File: src/rtl/hex_pkg.sv
// rtl/hex_pkg.sv - shared active-low seven-segment glyph constants and helpers
package hex_pkg;

  // Segment order is {g,f,e,d,c,b,a}; a 0 lights the segment.
  localparam logic [6:0] SEG_BLANK = 7'h7F;

  // Letters used by the default marquee message.
  localparam logic [6:0] SEG_H = 7'h09;
  localparam logic [6:0] SEG_E = 7'h06;
  localparam logic [6:0] SEG_L = 7'h47;
  localparam logic [6:0] SEG_P = 7'h0C;

  // Hexadecimal digits (SEG_E above doubles as the digit E).
  localparam logic [6:0] SEG_0 = 7'h40;
  localparam logic [6:0] SEG_1 = 7'h79;
  localparam logic [6:0] SEG_2 = 7'h24;
  localparam logic [6:0] SEG_3 = 7'h30;
  localparam logic [6:0] SEG_4 = 7'h19;
  localparam logic [6:0] SEG_5 = 7'h12;
  localparam logic [6:0] SEG_6 = 7'h02;
  localparam logic [6:0] SEG_7 = 7'h78;
  localparam logic [6:0] SEG_8 = 7'h00;
  localparam logic [6:0] SEG_9 = 7'h10;
  localparam logic [6:0] SEG_A = 7'h08;
  localparam logic [6:0] SEG_B = 7'h03;
  localparam logic [6:0] SEG_C = 7'h46;
  localparam logic [6:0] SEG_D = 7'h21;
  localparam logic [6:0] SEG_F = 7'h0E;

  // Nibble to glyph, for labs that show numeric values.
  function automatic logic [6:0] hex_to_seg(input logic [3:0] nib);
    logic [6:0] seg;
    seg = SEG_BLANK;
    case (nib)
      4'h0: seg = SEG_0;
      4'h1: seg = SEG_1;
      4'h2: seg = SEG_2;
      4'h3: seg = SEG_3;
      4'h4: seg = SEG_4;
      4'h5: seg = SEG_5;
      4'h6: seg = SEG_6;
      4'h7: seg = SEG_7;
      4'h8: seg = SEG_8;
      4'h9: seg = SEG_9;
      4'hA: seg = SEG_A;
      4'hB: seg = SEG_B;
      4'hC: seg = SEG_C;
      4'hD: seg = SEG_D;
      4'hE: seg = SEG_E;
      default: seg = SEG_F;
    endcase
    return seg;
  endfunction

  // Blanking always overrides the glyph.
  function automatic logic [6:0] seg_mask(input logic [6:0] glyph, input logic blank);
    return blank ? SEG_BLANK : glyph;
  endfunction

endpackage

File: src/rtl/tick_divider.sv
// rtl/tick_divider.sv - free-running prescaler emitting one pulse every DIV cycles
module tick_divider #(
  parameter int DIV = 25_000_000
) (
  input  logic CLOCK_50,
  input  logic RESET_N,
  output logic tick_o
);

  localparam int            CW   = (DIV > 1) ? $clog2(DIV) : 1;
  localparam logic [CW-1:0] LAST = CW'(DIV - 1);

  logic [CW-1:0] cnt;

  // Count 0..DIV-1 and wrap; the pulse marks the final count of each period.
  always_ff @(posedge CLOCK_50 or negedge RESET_N) begin
    if (!RESET_N) begin
      cnt <= '0;
    end else if (cnt == LAST) begin
      cnt <= '0;
    end else begin
      cnt <= cnt + 1'b1;
    end
  end

  assign tick_o = (cnt == LAST);

endmodule

File: src/rtl/hex_marquee.sv
// rtl/hex_marquee.sv - scrolling, blinking, key-blankable seven-segment message display
module hex_marquee
  import hex_pkg::*;
#(
  parameter int                   N_DIGITS    = 4,
  parameter int                   MSG_LEN     = 8,
  parameter logic [MSG_LEN*7-1:0] MSG         = {{4{SEG_BLANK}}, SEG_P, SEG_L, SEG_E, SEG_H},
  parameter int                   TICK_DIV    = 25_000_000,
  parameter int                   BLINK_TICKS = 2
) (
  input  logic                  CLOCK_50,
  input  logic                  RESET_N,
  input  logic [9:0]            SW,
  input  logic [N_DIGITS-1:0]   KEY,
  output logic [7*N_DIGITS-1:0] HEX,
  output logic                  tick_o
);

  localparam int PTR_W = (MSG_LEN > 1) ? $clog2(MSG_LEN) : 1;
  // Wide enough for ptr + (N_DIGITS-1) without wrapping before the modulo.
  localparam int IDX_W = $clog2(MSG_LEN + N_DIGITS);
  localparam int BCW   = (BLINK_TICKS > 1) ? $clog2(BLINK_TICKS) : 1;

  localparam logic [PTR_W-1:0] PTR_LAST   = PTR_W'(MSG_LEN - 1);
  localparam logic [IDX_W-1:0] IDX_LEN    = IDX_W'(MSG_LEN);
  localparam logic [BCW-1:0]   BLINK_LAST = BCW'(BLINK_TICKS - 1);

  logic                  tick;
  logic                  run;
  logic                  dir;
  logic                  blink_en;
  logic                  key_inv;
  logic                  unused_sw;
  logic [N_DIGITS-1:0]   key_meta;
  logic [N_DIGITS-1:0]   key_sync;
  logic [N_DIGITS-1:0]   key_blank;
  logic [PTR_W-1:0]      ptr;
  logic [BCW-1:0]        blink_cnt;
  logic                  blink_phase;
  logic [6:0]            rom [MSG_LEN];
  logic [7*N_DIGITS-1:0] hex_next;

  // Switches are quasi-static board inputs, used without synchronisation.
  assign run       = SW[0];
  assign dir       = SW[1];
  assign blink_en  = SW[2];
  assign key_inv   = SW[9];
  assign unused_sw = ^SW[8:3];

  tick_divider #(
    .DIV (TICK_DIV)
  ) u_tick (
    .CLOCK_50 (CLOCK_50),
    .RESET_N  (RESET_N),
    .tick_o   (tick)
  );

  assign tick_o = tick;

  // Two-flop synchroniser for the asynchronous push buttons; idle (released) is 1.
  always_ff @(posedge CLOCK_50 or negedge RESET_N) begin
    if (!RESET_N) begin
      key_meta <= '1;
      key_sync <= '1;
    end else begin
      key_meta <= KEY;
      key_sync <= key_meta;
    end
  end

  // Scroll pointer: steps once per tick while running, wrapping in either direction.
  always_ff @(posedge CLOCK_50 or negedge RESET_N) begin
    if (!RESET_N) begin
      ptr <= '0;
    end else if (tick && run) begin
      if (!dir) begin
        ptr <= (ptr == PTR_LAST) ? '0 : ptr + 1'b1;
      end else begin
        ptr <= (ptr == '0) ? PTR_LAST : ptr - 1'b1;
      end
    end
  end

  // Blink phase flips every BLINK_TICKS ticks; it keeps running while blink is off.
  always_ff @(posedge CLOCK_50 or negedge RESET_N) begin
    if (!RESET_N) begin
      blink_cnt   <= '0;
      blink_phase <= 1'b0;
    end else if (tick) begin
      if (blink_cnt == BLINK_LAST) begin
        blink_cnt   <= '0;
        blink_phase <= ~blink_phase;
      end else begin
        blink_cnt <= blink_cnt + 1'b1;
      end
    end
  end

  // Unpack the message parameter into addressable glyphs.
  for (genvar k = 0; k < MSG_LEN; k++) begin : g_rom
    assign rom[k] = MSG[7*k +: 7];
  end

  // Per-digit glyph selection: digit i shows glyph (ptr + N_DIGITS-1-i) mod MSG_LEN.
  for (genvar i = 0; i < N_DIGITS; i++) begin : g_digit
    localparam logic [IDX_W-1:0] OFFS = IDX_W'(N_DIGITS - 1 - i);

    logic [IDX_W-1:0] sum;
    logic [PTR_W-1:0] sel;
    logic             blank;

    // ptr < MSG_LEN and OFFS < MSG_LEN, so one conditional subtract is a full modulo.
    assign sum = IDX_W'(ptr) + OFFS;
    assign sel = (sum >= IDX_LEN) ? PTR_W'(sum - IDX_LEN) : PTR_W'(sum);

    assign key_blank[i] = ~(key_sync[i] ^ key_inv);
    assign blank        = key_blank[i] | (blink_en & blink_phase);

    assign hex_next[7*i +: 7] = seg_mask(rom[sel], blank);
  end

  // Registered display drive; reset leaves every digit dark.
  always_ff @(posedge CLOCK_50 or negedge RESET_N) begin
    if (!RESET_N) begin
      HEX <= '1;
    end else begin
      HEX <= hex_next;
    end
  end

endmodule
File: config.mk
export PLATFORM = sky130hd
export DESIGN_NAME = hex_marquee
export DESIGN_NICKNAME = d
export VERILOG_FILES = /design/src/rtl/hex_pkg.sv /design/src/rtl/tick_divider.sv /design/src/rtl/hex_marquee.sv
export SDC_FILE = /design/constraint.sdc
export NUM_CORES = 1
export LEC_CHECK = 0
export CORE_MARGIN = 4
export CORE_UTILIZATION = 50
export DETAILED_ROUTE_END_ITERATION = 16
export GPL_TIMING_DRIVEN = 0
export PLACE_DENSITY = 0.75
export RECOVER_POWER = 25
export SLEW_MARGIN = 10
export SYNTH_ARGS = -nofsm -noshare
export SYNTH_HDL_FRONTEND = slang
export SYNTH_HIERARCHICAL = 1
export SYNTH_SLANG_ARGS = --single-unit
export TNS_END_PERCENT = 50
File: constraint.sdc
create_clock -name CLOCK_50 -period 3.1 [get_ports CLOCK_50]
set_clock_uncertainty 0.2 [all_clocks]
set_input_delay 0.31 -clock CLOCK_50 [delete_from_list [all_inputs] [get_ports CLOCK_50]]
set_output_delay 0.31 -clock CLOCK_50 [all_outputs]
set_load 0.03 [all_outputs]
==> metrics.txt <==
Die Width=82.6 µm; launch point of the worst path=u_tick/cnt[9]; ANT nets after route=0; post-synthesis simple-gate area fraction=21.2%; Internal Power=1.43 mW; peak supply drop=0.390 mV; Rel. slew slack=6.04%; worst endpoint required time=2590 ps; core area=0.00524 mm²; pin count of the biggest net entering global routing=63; DR iter-0 viols=97; via/cell ratio=5.15; Setup violations, final=0; crit path DAT=2420 ps; Synth async-reset ratio=100%; Reg clk slew, reported paths=70 ps; Final Wtd Congestion=0.831; vias in the first global route=1839; initial core utilization=53.1%; Comb pwr share=13.4%; max-cap violations=0; hold slack final=158 ps; Mapped Area=0.00278 mm²; final setup margin=168 ps; sequential fraction of the synthesis area=57.2%; Post-Synthesis Cells=241; row count=26; worst-path maximum fanout=5; Hold Fails Final Rpt=0; share of layout cells above drive strength 1=25.6%; largest family of logic cells by synthesized area=simple AND/OR/NAND/NOR gates; top cell type's share of synthesized area=30.2%; met2 WL post-DR=2470 µm; clock share of power=40.3%; CTS max path bufs=2; grt total ovfl=0; yosys warns=6; post-synthesis compound-gate area fraction=4.59%; CTS tree=done; pre-CTS setup slack=123 ps; status=complete, no violations; CP cell instances=nor4_1, nand2_1, nor4_4, clkdlybuf4s50_1; Worst path max stage delay=730 ps; Flop pwr share=46.4%; Synth Area in Adders=5.40%; average wire per standard cell=13.8 µm; Area growth syn-to-layout=25.7%; top layer in use=met4; top area cells in the synthesized netlist=dfstp_2, dfrtp_1, ha_1; GRT Total Usage=17.4%; chip height=82.6 µm; Worst Min Path Start=key_meta[1]; DR pass1 iterations=4; placed inst area=0.00325 mm²; fillcell total=389; initial antenna violation count=0; M1 wire length=2220 µm; Synth area leader=dfstp_2; residual DRC count=0; Final HPWL DP=3600 µm; slew at the pin closest to its max-slew limit=1410 ps; Final Max Slew Viols=0; Crit-path slowest cell=clkdlybuf4s50_1; Clock Sink Count=62; Startpoint Class=flip-flop; Syn Nets=269; final WL=5080 µm; first-pass GRT wire length=8650 µm; Setup CP Type=reg2out; Leak=1.50 nW; pwr/cell area=546 mW/mm²; Post-synth EDFFs=0; clk_lat worst skew=330 ps; switching power share of the total=25.1%; Final Cell Area=0.00350 mm²; worst r2r src=u_tick/cnt[9]; H-tree level count=3; most frequent cells in the layout=dfstp_2, clkdlybuf4s50_1, nand2_1, dfrtp_1, xnor2_1; CTS buffer count=9; Tot Pwr=1.91 mW; setup_tns=0 ps; Final nets=320; CTS Root Cell=clkbuf_8; number of synthesized register bits=62; IO buf count=38; Fmax achieved=341 MHz; Tmin final=2930 ps; XOR/XNOR Fraction of Synth Area=7.55%; P_sw=0.479 mW; Antenna Cells=0; period utilization=94.6%; synth unique cells=38; Synth Flop Type=dfstp_2; vias=1889; endpoint class of the critical path=output pin; mux cell area share after synthesis=0.405%; metal3 WL=323 µm; unrepaired setup endpoints after global routing=false; Synth Area per Inst=11.5 µm²; Die Footprint=0.00682 mm²; Worst Hold Class=reg2reg; Ports=45
-- area by class of cell --
cell class	count	area [µm²]	area share (%)
Buffer	10	75.1	2.15
Clock buffer	9	124	3.54
Clock inverter	7	96.3	2.75
Inverter	7	26.3	0.751
Multi-Input combinational cell	162	1100	31.6
Sequential cell	62	1590	45.5
Tap cell	70	87.6	2.50
Timing Repair Buffer	40	393	11.2
-- what timing repair did --
action                                  in CTS  in global routing
setup buffers                                1                  0
gates resized for setup                      1                  0
endpoints found under the hold margin       30                  0
endpoints found under the setup margin       1                  0
hold buffers                                 1                  0
-- synth_stat cells, drive strengths merged (2+ instances only) --
library cell / count
a21oi: 8
xnor2: 15
ha: 12
xor2: 9
nor4: 6
nor2b: 2
nand2b: 6
buf: 10
o21ai: 10
and3: 2
and4: 5
and2: 5
nand4: 8
dfstp: 32
nor3: 7
inv: 7
nand2: 31
dfrtp: 30
nand3b: 2
nand3: 11
or3: 4
nor2: 12
-- through the flow --
stage               utilization, %  cells
finish                        66.8    367
CTS                           66.8    367
floorplan                        -    241
global route                  66.8    367
global placement              62.2    349
detailed placement            62.1    349
-- cells by family (layout without fill, tap and decap cells) --
group / count (synthesis) / count (layout)
adders and majority gates: 12 / 12
AOI/OAI and AO/OA: 22 / 22
xor gates and xnor gates: 24 / 24
DFF: 62 / 62
buffers and inverters: 17 / 73
and+or+nand+nor: 103 / 103
muxes: 1 / 1
-- final timing paths --
| kind | depth (start not counted) | to | slack, ps |
|---|---|---|---|
| worst max-delay path | 4 | tick_o | 170 |
| worst min-delay path | 0 | key_sync[1] | 160 |
| worst max register to register | 6 | ptr[0] | 710 |
| worst min register to register | 0 | key_sync[1] | 160 |
| max in group asynchronous | 2 | u_tick/cnt[4] | 1200 |
| min in group asynchronous | 2 | blink_phase | 650 |
-- worst max-delay path, delay by kind of cell, from the launching register on --
family,cells,cell delay (ps)
DFF,1,440
and+or+nand+nor,3,930
buffers and inverters,1,730
-- power groups by stage --
stage	clock, mW	sequential, mW	combinational, mW
global route	0.830	0.890	0.277
global placement	0	0.899	0.256
finish	0.769	0.886	0.256
detailed placement	0	0.901	0.260
floorplan	0	0.968	0.0798
CTS	0.788	0.887	0.262
-- flip-flops by register name (all words and copies together) (netlist names) --
| signal | flops |
|---|---|
| u_tick/cnt | 25 |
| HEX | 24 |
| key_meta | 4 |
| key_sync | 4 |
| ptr | 3 |
| blink_cnt | 1 |
| blink_phase | 1 |
-- layer usage --
| metal | track usage, % | vias up |
|---|---|---|
| met5 | 0 | - |
| met4 | 9.48 | 0 |
| met3 | 4.12 | 9 |
| met2 | 26.7 | 54 |
| met1 | 22.8 | 904 |
| li1 | - | 922 |
Note: power is estimated with default switching activity, not from simulation.
